**src/rtl/booth4_seq_mult.sv**
```systemverilog
// Sequential radix-4 (modified Booth) multiplier.
// One Booth digit is retired per clock into a 2*TAM-bit accumulator; signed or
// unsigned operation is chosen per transaction. Valid/ready on both sides,
// one multiplication in flight at a time, fixed latency of NDIG CALC cycles.
module booth4_seq_mult #(
    parameter int TAM = 16   // operand width; must be even and >= 4
) (
    input  logic             clk,
    input  logic             rst_n,
    input  logic             in_valid,
    output logic             in_ready,
    input  logic [TAM-1:0]   A,
    input  logic [TAM-1:0]   B,
    input  logic             sgn,
    output logic             out_valid,
    input  logic             out_ready,
    output logic [2*TAM-1:0] S,
    output logic             busy
);

    // Booth digits per operation; the two extra extension bits of MR make the
    // top digit cover the unsigned case as well.
    localparam int NDIG = (TAM + 2) / 2;
    localparam int PW   = 2 * TAM;          // product width
    localparam int MW   = TAM + 3;          // multiplier register width
    localparam int CW   = $clog2(NDIG + 1); // digit counter width
    localparam logic [CW-1:0] LAST_CNT = CW'(NDIG - 1);

    typedef enum logic [1:0] {
        IDLE = 2'd0,
        CALC = 2'd1,
        DONE = 2'd2
    } state_t;

    state_t        state_q, state_d;
    logic [PW-1:0] md_q, md_d;    // multiplicand, pre-shifted by 2k for digit k
    logic [MW-1:0] mr_q, mr_d;    // multiplier, shifted right 2 per digit
    logic [PW-1:0] p_q, p_d;      // running partial sum
    logic [PW-1:0] s_q, s_d;      // published product
    logic [CW-1:0] cnt_q, cnt_d;  // digits processed so far
    logic [PW-1:0] pp;            // selected partial product for this digit
    logic          accept;
    logic          last_digit;
    logic          ext;

    assign accept     = (state_q == IDLE) && in_valid;
    assign last_digit = (state_q == CALC) && (cnt_q == LAST_CNT);
    assign ext        = sgn & B[TAM-1];

    // State register: asynchronous reset back to IDLE.
    always_ff @(posedge clk or negedge rst_n) begin
        if (!rst_n) begin
            state_q <= IDLE;
        end else begin
            state_q <= state_d;
        end
    end

    // Next-state logic: IDLE -> CALC on accept, CALC -> DONE after the last
    // digit, DONE -> IDLE once the consumer takes the result.
    always_comb begin
        state_d = state_q;
        unique case (state_q)
            IDLE: if (in_valid)   state_d = CALC;
            CALC: if (last_digit) state_d = DONE;
            DONE: if (out_ready)  state_d = IDLE;
            default:              state_d = IDLE;
        endcase
    end

    // Handshake outputs decoded straight from the state.
    always_comb begin
        in_ready  = 1'b0;
        out_valid = 1'b0;
        busy      = 1'b0;
        unique case (state_q)
            IDLE: in_ready = 1'b1;
            CALC: busy     = 1'b1;
            DONE: begin
                out_valid = 1'b1;
                busy      = 1'b1;
            end
            default: in_ready = 1'b0;
        endcase
    end

    // Booth recoding of the current triplet (low three bits of the shifted MR).
    always_comb begin
        pp = '0;
        unique case (mr_q[2:0])
            3'b001, 3'b010: pp = md_q;
            3'b011:         pp = md_q << 1;
            3'b100:         pp = -(md_q << 1);
            3'b101, 3'b110: pp = -md_q;
            default:        pp = '0;
        endcase
    end

    // Datapath next values: latch operands on accept, accumulate one digit
    // per CALC cycle, and publish the product on the DONE-entry edge.
    always_comb begin
        md_d  = md_q;
        mr_d  = mr_q;
        p_d   = p_q;
        s_d   = s_q;
        cnt_d = cnt_q;
        if (accept) begin
            md_d  = sgn ? {{TAM{A[TAM-1]}}, A} : {{TAM{1'b0}}, A};
            mr_d  = {ext, ext, B, 1'b0};
            p_d   = '0;
            cnt_d = '0;
        end else if (state_q == CALC) begin
            p_d   = p_q + pp;
            md_d  = md_q << 2;
            mr_d  = {2'b00, mr_q[MW-1:2]};
            cnt_d = cnt_q + CW'(1);
            if (last_digit) begin
                s_d = p_q + pp;
            end
        end
    end

    // Datapath registers: reset discards any partial result.
    always_ff @(posedge clk or negedge rst_n) begin
        if (!rst_n) begin
            md_q  <= '0;
            mr_q  <= '0;
            p_q   <= '0;
            s_q   <= '0;
            cnt_q <= '0;
        end else begin
            md_q  <= md_d;
            mr_q  <= mr_d;
            p_q   <= p_d;
            s_q   <= s_d;
            cnt_q <= cnt_d;
        end
    end

    assign S = s_q;

endmodule

```
**config.mk**
```make
export PLATFORM = sky130hd
export DESIGN_NAME = booth4_seq_mult
export DESIGN_NICKNAME = d
export VERILOG_FILES = /design/src/rtl/booth4_seq_mult.sv
export SDC_FILE = /design/constraint.sdc
export NUM_CORES = 1
export LEC_CHECK = 0
export CAP_MARGIN = 15
export CORE_ASPECT_RATIO = 0.75
export CORE_MARGIN = 4
export CORE_UTILIZATION = 45
export DETAILED_ROUTE_END_ITERATION = 16
export SLEW_MARGIN = 20
export SYNTH_ARGS = -nofsm -noshare
export SYNTH_HDL_FRONTEND = slang
export SYNTH_SLANG_ARGS = --single-unit
```
**constraint.sdc**
```tcl
create_clock -name clk -period 5.6 [get_ports clk]
set_input_delay 0.84 -clock clk [delete_from_list [all_inputs] [get_ports clk]]
set_output_delay 0.84 -clock clk [all_outputs]
set_load 0.02 [all_outputs]
```
==> results.txt, run 1 <==
status: finished, final reports clean
total global routing overflow: 0
crit-path max cell delay: 0.59 ns
crit path cell chain: inv_1 -> ha_1 -> or4b_1 -> nor4_2 -> nand2_1 -> or3_1 -> nand2_1 -> xnor2_1 -> a221oi_1 -> a21oi_1 -> ha_1 -> inv_1 -> nor4b_1 -> o2111ai_1 -> nand3_1 -> a31oi_1 -> o31ai_2 -> nor2_1 -> a221o_1
GR Util All Layers: 22.6%
Post-Syn Instances: 1,073
drt pass-1 iters: 5
Final Setup Violations: 0
Worst-path clk slew: 0.06 ns
Peak VDD IR: 0.000298 V
Primary FF master, synth: dfrtp_1
yosys synthesis warning count: 0
RSZ-0062 raised after global routing: false
Pleak: 4.44 nW
Core Util, Final: 54.3%
I/O pins: 72
I/O Buffers: 71
vias in the first global route: 7,417
syn avg cell area: 8.06 µm²
Iter 0 DRT Violations: 806
final hold vios: 0
placed cells: 1,333
CTS root buf: clkbuf_16
via count: 7,938
max-cap violations: 0
clock buffer depth: 2
CP max stage cell: or4b_1
Peak Freq: 0.193 GHz
hold bufs inserted after CTS: 0
TritonCTS clock tree: done
initial antenna violation count: 0
Clk Latency, worst-skew pair: 0.43 ns
vias per inst: 5.82
worst-margin pin slew: 0.826 ns
Die ar.: 21,500 µm²
Final Cycle Share: 92.3%
Synth Register Bits: 120
antenna cells: 0
DP Area: 9510 µm²
PnR worst setup slack: 0.429 ns
Max-slew headroom: 44.9%
startpoint types: flip-flop
DIE WIDTH: 168 µm
Hold Path Class: input pin to asynchronous set/reset pin
ratio of cells with drive above 1 in the final layout: 6.35%
Final ANT Viol Nets: 0
TNS Setup: 0 ns
Crit path required time: 5.91 ns
H-Tree Depth: 4
Post-Place Setup Slack: 0.284 ns
CP arrival: 5.49 ns
CTS Buf Count: 17
CP Class: flip-flop to flip-flop
number of synthesized flops with an enable pin: 0
drt wl/cell: 17.8 µm
ys async rst share: 100%
Placer Congestion: 0.947
Vert. Die Dim: 128 µm
Max Slew Vio Count: 0
first-pass GRT wire length: 39,400 µm
fin nets: 1,180
Num Clock Sinks: 120
row cnt: 43
CP Max Fanout: 7
Synth Net Count: 1,148
PD cells: 746 nW/µm²
DRC: 0
Post-Route WL: 24,300 µm
largest net degree at the start of global routing: 77
Non-Filler Instances: 1,365
finished layout cell area: 10,100 µm²
CP endpoint kind: flip-flop
synth-to-layout area growth: 17.3%
HPWL after DPL: 16,700 µm
Final min period: 5.17 ns
Cell Area, Synth: 8640 µm²
filler instances: 1,782
Distinct cells, synth: 65
Initial Util: 46.3%
clk_skew: 0.00934 ns
core footprint: 18,700 µm²
sequential area share after synthesis: 34.7%
## sequential cells by signal, summed over array words and instances, names as in the netlist
name and count:
S 32, state_q 2, p_q 32, cnt_q 4, md_q 32, mr_q 18
## per-stage QoR
| step | total power (W) | hold WS (ns) |
|---|---|---|
| after CTS | 0.00755 | 0.476 |
| after global routing | 0.00821 | 0.499 |
| final | 0.00757 | 0.440 |
| after detailed placement | 0.00634 | 0.462 |
| after floorplan | 0.00507 | 0.484 |
| after global placement | 0.00632 | 0.457 |
## placed cells by master, fill, tap and decap left out, types with 21 or more instances in the layout
master,netlist,final
o21ai_0,106,106
clkdlybuf4s50_1,0,70
nor2_1,98,98
a21oi_1,63,63
mux2i_1,55,55
inv_1,24,24
nand2_1,165,165
buf_4,1,21
nand3_1,27,27
dfrtp_1,120,120
ha_1,37,36
nor3_1,25,25
xnor2_1,38,38
## layout make-up
cell class	count	area [µm²]	share of cell area, %
Tap cell	247	309	3.05
Inverter	25	93.8	0.925
Clock buffer	21	470	4.64
Multi-Input combinational cell	849	5250	51.8
Sequential cell	120	3000	29.6
Timing Repair Buffer	92	870	8.57
Clock inverter	11	145	1.43
## metal layers
layer | part of all wire (%) | GRT usage [%]
met5 | 0 | 0
met4 | 1.6 | 6.35
met3 | 5.4 | 4.35
met2 | 44 | 33.9
met1 | 49 | 33.4
## path summary, 6_finish.rpt
kind | startpoint | to | slack [ns] | cells past startpoint
max | md_q[1]$_DFFE_PN0P_ | S[31]$_DFFE_PN0P_ | 0.43 | 19
min | rst_n | S[23]$_DFFE_PN0P_ | 0.44 | 1
max reg2reg | md_q[1]$_DFFE_PN0P_ | S[31]$_DFFE_PN0P_ | 0.43 | 19
min reg2reg | S[25]$_DFFE_PN0P_ | S[25]$_DFFE_PN0P_ | 0.47 | 2
max in group asynchronous | rst_n | mr_q[5]$_DFFE_PN0P_ | 4.09 | 2
min in group clk | S[25]$_DFFE_PN0P_ | S[25]$_DFFE_PN0P_ | 0.47 | 2
## worst max-delay path, delay by kind of cell (launching register included)
family | cells | cell delay (ns)
and+or+nand+nor | 8 | 2.32
AOI/OAI and AO/OA | 6 | 1.42
adders and majority gates | 2 | 0.62
DFF | 1 | 0.42
buffers and inverters | 2 | 0.19
xor gates and xnor gates | 1 | 0.08
## power by group
part	internal, W	leakage (nW)	switching, W
combinational	0.00190	2.64	0.00278
sequential	0.00126	1.50	0.000456
clock	0.000735	0.295	0.000440
## Yosys cell counts, drive strengths merged (4+ instances only)
cell type / instances / share of area, %
o21bai: 4 / 0.35
or4: 7 / 0.75
nand4: 7 / 0.51
mux2i: 55 / 6.4
a22oi: 17 / 1.5
a221oi: 5 / 0.51
ha: 37 / 5.4
buf: 16 / 0.96
o21a: 10 / 0.87
a221o: 6 / 0.69
nand2b: 8 / 0.58
and3: 9 / 0.65
o211ai: 4 / 0.35
o31ai: 7 / 0.61
a21o: 17 / 1.5
or2: 6 / 0.43
nor3: 25 / 1.4
xor2: 15 / 1.5
xnor2: 38 / 3.9
o21ai: 106 / 6.1
nor4: 10 / 0.80
nand3: 27 / 1.6
a21oi: 63 / 3.6
or3: 13 / 0.94
nor2b: 5 / 0.36
clkbuf: 63 / 2.7
a211oi: 12 / 1.0
and2: 8 / 0.58
nand3b: 6 / 0.52
nand2: 165 / 7.2
dfrtp: 120 / 35
o22ai: 13 / 0.94
inv: 24 / 1.0
o221ai: 8 / 0.81
nor2: 98 / 4.3
a31oi: 5 / 0.36
## logic make-up (layout without fill, tap and decap cells)
kind of cell    Yosys count  in the layout  share of synthesized area [%]
simple gates            403            403                           21.5
fa+ha+maj                38             38                           5.59
xor+xnor                 53             53                           5.37
mux                      57             57                           6.63
buf+inv                 104            149                           4.79
compound gates          298            298                           21.4
flops                   120            120                           34.7
## repair_timing
item                                    4_1_cts  5_1_grt
endpoints found under the setup margin        0        2
gates resized for setup                       0        2
buffers inserted                              0        0
No activity file was read; power rests on OpenSTA's default activity.
==> inputs of run 2 (changes only) <==
--- a/config.mk
+++ b/config.mk
@@ -9,6 +9,7 @@
 export CORE_ASPECT_RATIO = 0.75
 export CORE_MARGIN = 4
 export CORE_UTILIZATION = 45
+export CTS_BUF_LIST = sky130_fd_sc_hd__clkbuf_8
 export DETAILED_ROUTE_END_ITERATION = 16
 export SLEW_MARGIN = 20
 export SYNTH_ARGS = -nofsm -noshare
==> results.txt, run 2 (same netlist as run 1, synthesis figures left out) <==
TritonCTS clock tree: done
Post-Route WL: 24,300 µm
I/O Buffers: 71
core footprint: 18,700 µm²
Buf+Inv Stages, Crit Path: 2
TNS Setup: 0 ns
post-CTS setup repair buffer count: 0
HPWL after DPL: 16,700 µm
Num Clock Sinks: 120
CTS root buf: clkbuf_8
Int Pwr: 0.00363 W
CP Class: flip-flop to flip-flop
ratio of cells with drive above 1 in the final layout: 6.35%
Pleak: 4.36 nW
CP endpoint kind: flip-flop
max-cap violations: 0
Final min period: 5.18 ns
worst-margin pin slew: 0.826 ns
drt pass-1 iters: 6
most common cell after layout, fill and taps aside: nand2_1
CP max stage cell: or4b_1
total global routing overflow: 0
row cnt: 43
initial antenna violation count: 0
Placer Congestion: 0.947
crit-path max cell delay: 0.59 ns
DRC: 0
Iter 0 DRT Violations: 787
fin nets: 1,180
synth-to-layout area growth: 15.1%
Worst-path clk slew: 0.08 ns
CTS Buf Count: 17
sw power: 0.00363 W
via count: 7,923
startpoint types: flip-flop
vias per inst: 5.80
PnR Total Power: 0.00726 W
Sequential Power Share: 23.6%
DIE WIDTH: 168 µm
Die ar.: 21,500 µm²
CP Max Fanout: 7
final hold vios: 0
antenna cells: 0
Combinational Power Share: 64.4%
Final Setup Violations: 0
Max Slew Vio Count: 0
drt wl/cell: 17.8 µm
clock power share: 12.0%
delay-heaviest family, CP: simple AND/OR/NAND/NOR gates
first-pass GRT wire length: 39,200 µm
Max-slew headroom: 44.8%
GR Util All Layers: 22.5%
Hold Path Class: input pin to asynchronous set/reset pin
Crit path required time: 5.95 ns
largest net degree at the start of global routing: 77
Clk Latency, worst-skew pair: 0.47 ns
CP arrival: 5.53 ns
PD cells: 730 nW/µm²
commonest non-fill, non-tap cells in the layout: 165 x nand2_1, 120 x dfrtp_1, 106 x o21ai_0
crit path cell chain: inv_1 -> ha_1 -> or4b_1 -> nor4_2 -> nand2_1 -> or3_1 -> nand2_1 -> xnor2_1 -> a221oi_1 -> a21oi_1 -> ha_1 -> inv_1 -> nor4b_1 -> o2111ai_1 -> nand3_1 -> a31oi_1 -> o31ai_2 -> nor2_1 -> a221o_1
Initial Util: 46.3%
status: finished, final reports clean
RSZ-0062 raised after global routing: false
vias in the first global route: 7,401
Peak Freq: 0.193 GHz
Vert. Die Dim: 128 µm
Peak VDD IR: 0.000290 V
clock buffer depth: 2
Sw Ratio: 50.0%
Final ANT Viol Nets: 0
H-Tree Depth: 4
clk_skew: 0.0154 ns
Final Cycle Share: 92.5%
I/O pins: 72
[run 2: worst paths after layout]
path	slack, ns	startpoint	cells after the start	to
min in group clk	0.48	S[25]$_DFFE_PN0P_	2	S[25]$_DFFE_PN0P_
worst min register to register	0.48	S[25]$_DFFE_PN0P_	2	S[25]$_DFFE_PN0P_
worst max-delay path	0.42	md_q[1]$_DFFE_PN0P_	19	S[31]$_DFFE_PN0P_
worst min-delay path	0.40	rst_n	1	S[23]$_DFFE_PN0P_
max in group asynchronous	4.14	rst_n	2	mr_q[5]$_DFFE_PN0P_
worst max register to register	0.42	md_q[1]$_DFFE_PN0P_	19	S[31]$_DFFE_PN0P_
[run 2: stage by stage]
step	area [µm²]	instances	hold WS [ns]	utilization [%]	setup slack, ns
after detailed placement	9510	1333	0.462	51.0	0.284
after global routing	9950	1365	0.461	53.3	0.0230
after CTS	9940	1365	0.480	53.2	0.240
final	9950	1365	0.397	53.3	0.422
after global placement	9510	1333	0.457	51.0	0.465
after floorplan	8640	1073	0.484	-	0.947
[run 2: what timing repair did]
item,4_1_cts,5_1_grt
endpoints found under the setup margin,0,2
hold buffers,0,0
endpoints found under the hold margin,0,0
resized for setup,0,2
[run 2: worst reg2reg max path: stages (launching register included)]
cell,delay [ns]
dfrtp_1,0.43
inv_1,0.09
ha_1,0.22
or4b_1,0.59
nor4_2,0.28
nand2_1,0.19
or3_1,0.41
nand2_1,0.10
xnor2_1,0.08
a221oi_1,0.30
a21oi_1,0.12
ha_1,0.42
inv_1,0.10
nor4b_1,0.41
o2111ai_1,0.23
nand3_1,0.25
a31oi_1,0.18
o31ai_2,0.34
nor2_1,0.08
a221o_1,0.26
[run 2: routing by layer]
layer | track usage [%] | up-vias | share of wire (%)
li1 | - | 3893 | -
met1 | 33.3 | 3746 | 49
met2 | 33.3 | 251 | 43
met3 | 4.62 | 33 | 6.0
met4 | 6.92 | 0 | 2.1
met5 | 0 | - | 0
[run 2: cell type report]
cell class                 instances  area (µm²)
fill                            1806        8720
multi-input combinational        849        5250
sequential                       120        3000
timing repair buffer              92         870
tap                              247         309
clock buffer                      20         275
clock inverter                    12         149
inverter                          25        93.8
[run 2: power groups by stage]
stage | clock network [W] | logic, W | registers [W]
global route | 0.000925 | 0.00520 | 0.00178
detailed placement | 0 | 0.00461 | 0.00173
floorplan | 0 | 0.00349 | 0.00158
CTS | 0.000883 | 0.00465 | 0.00171
finish | 0.000870 | 0.00468 | 0.00171
global placement | 0 | 0.00460 | 0.00172
==> edit (settings of run 2) <==
Remove the case item `3'b101, 3'b110` of the case on `mr_q[2:0]`.
--- a/src/rtl/booth4_seq_mult.sv
+++ b/src/rtl/booth4_seq_mult.sv
@@ -91,7 +91,6 @@
             3'b001, 3'b010: pp = md_q;
             3'b011:         pp = md_q << 1;
             3'b100:         pp = -(md_q << 1);
-            3'b101, 3'b110: pp = -md_q;
             default:        pp = '0;
         endcase
     end
Check against the original RTL: same outputs for any inputs over 10 cycles, from zero or initial values and one cycle with rst_n low; that may be too few to reach the edited logic, so the function may still have changed.
==> edit against run 2 <==
- largest power group unchanged
- count of clock-buffer cells in the layout down 2
- sequential cell count unchanged
- total power down 16%
- final area down 6.0%
- worst setup slack better by 0.20 ns
- sequential share of layout area up 1.9 points
- routed wire length down 15%
- sequential power down 3%
- non-clock buffer count down 8
- synthesized area down 7.0%
- via count down 14%
- critical path depth down 2
- critical endpoint is now p_q[30]
==> edit: results (changes against run 2) <==
metric	value	unit	change
use_met3	4.80	%	+0.17 points
synth_seq_area_share	37.4	%	+2.6 points
track_usage	21.6	%	-0.93 points
drt-total-wl	20.7	mm	-15%
dr_wl_met3	1.22	mm	-16%
dp_hpwl	14.7	mm	-12%
vdd_drop_max	0.254	mV	-13%
synth_ff_type	dfrtp_1		
cts.path.max_buffers	2		unchanged
cts_htree_levels	4		unchanged
hold_class	input pin to asynchronous set/reset pin		
ys_top_cells_by_area	dfrtp_1, mux2i_1, nand2_1		
met2_length	8.82	mm	-16%
netlist_top_cells_count	nand2_1, dfrtp_1, o21ai_0		
switchingPower	0.00284	W	-22%
crit_fanout	11		+4
fin_skew	0.0104	ns	-0.00499 ns
synthesis.nets	1011		-12%
cts-root-buf	clkbuf_8		
clk_latency	0.46	ns	
async_reset_ff_share	100	%	unchanged
reg2reg_to	p_q[30]		
reg2reg_slack	0.62	ns	+0.20 ns
place_congestion	0.943		-0.44%
yosysWarnings	0		unchanged
topRoutingLayerUsed	met4		
grt_max_degree	93		+21%
place_area	8880	um2	-6.7%
cpPeakStageDelay	0.50	ns	-0.09 ns
drtIter0Drc	615		-22%
clk_pin_slew	0.08	ns	about the same
rr_worst_depth	17		-2
place_ws	0.650	ns	+0.366 ns
relSlewSlack	40.4	%	-4.4 points
port_buffers	71		unchanged
use_met1	32.4	%	-0.91 points
diodes	0		unchanged
post-cts-setup-buffer-count	0		unchanged
fillers	1659		-8.1%
numCtsBuffers	17		unchanged
grt_use_met2	31.4	%	-1.9 points
p_leak	4.24	nW	-2.6%
worst_path_max_delay_cell	or3b_2		
met1_length	10.3	mm	-13%
grt_pass1_wl	34.6	mm	-12%
viasPerCell	5.57		-4.1%
synthDistinctLibCells	61		-6.2%
firstDrtPassIters	5		-1
first_global_vias	6508		-12%
status	complete, no violations		
drive_above_1_share	6.73	%	+0.38 points
[edit: worst max path at each step]
| stage | cells after the start | to | slack, ns |
|---|---|---|---|
| 2_1_floorplan | 15 | S[31] | 1.23 |
| 3_3_place_gp | 18 | S[31] | 0.83 |
| 3_5_place_dp | 18 | S[31] | 0.65 |
| 4_1_cts | 18 | S[31] | 0.57 |
| 5_1_grt | 18 | S[31] | 0.20 |
| 6_report | 17 | p_q[30] | 0.62 |
[edit: kinds of logic (layout without fill, tap and decap cells)]
kind of cell               after synthesis  in the layout  synth area share [%]
xor gates and xnor gates                39             39                  4.42
muxes                                   72             72                  9.01
and+or+nand+nor                        330            330                  19.2
AOI/OAI and AO/OA                      245            245                  19.5
buffers and inverters                   92            136                  4.42
adders and majority gates               38             38                  6.01
DFF                                    120            120                  37.4
[edit: cell type report]
cell class                 count  share of cell area [%]
clock inverter                14                    2.37
clock buffer                  18                    2.65
tap                          242                    3.24
sequential                   120                    32.1
timing repair buffer          84                    8.61
inverter                      20                   0.803
multi-input combinational    724                    50.2
[edit: repair_timing]
action,CTS,global route
setup endpoints to repair,0,1
resized for setup,0,1
hold buffers,0,0
[edit: power by group through the flow]
stage                     sequential [W]  clock (W)  combinational (W)
after floorplan                  0.00155          0            0.00262
after global placement           0.00166          0            0.00347
after detailed placement         0.00167          0            0.00348
after CTS                        0.00166   0.000956            0.00350
after global routing             0.00172   0.000999            0.00390
final                            0.00166   0.000935            0.00352
[edit: per-stage QoR]
step	power [W]	hold slack [ns]	util (%)	std cells
after global routing	0.00661	0.299	53.1	1222
final	0.00611	0.292	53.1	1222
after global placement	0.00513	0.460	50.4	1190
after CTS	0.00611	0.290	53.1	1222
after detailed placement	0.00515	0.462	50.4	1190
after floorplan	0.00417	0.484	-	936
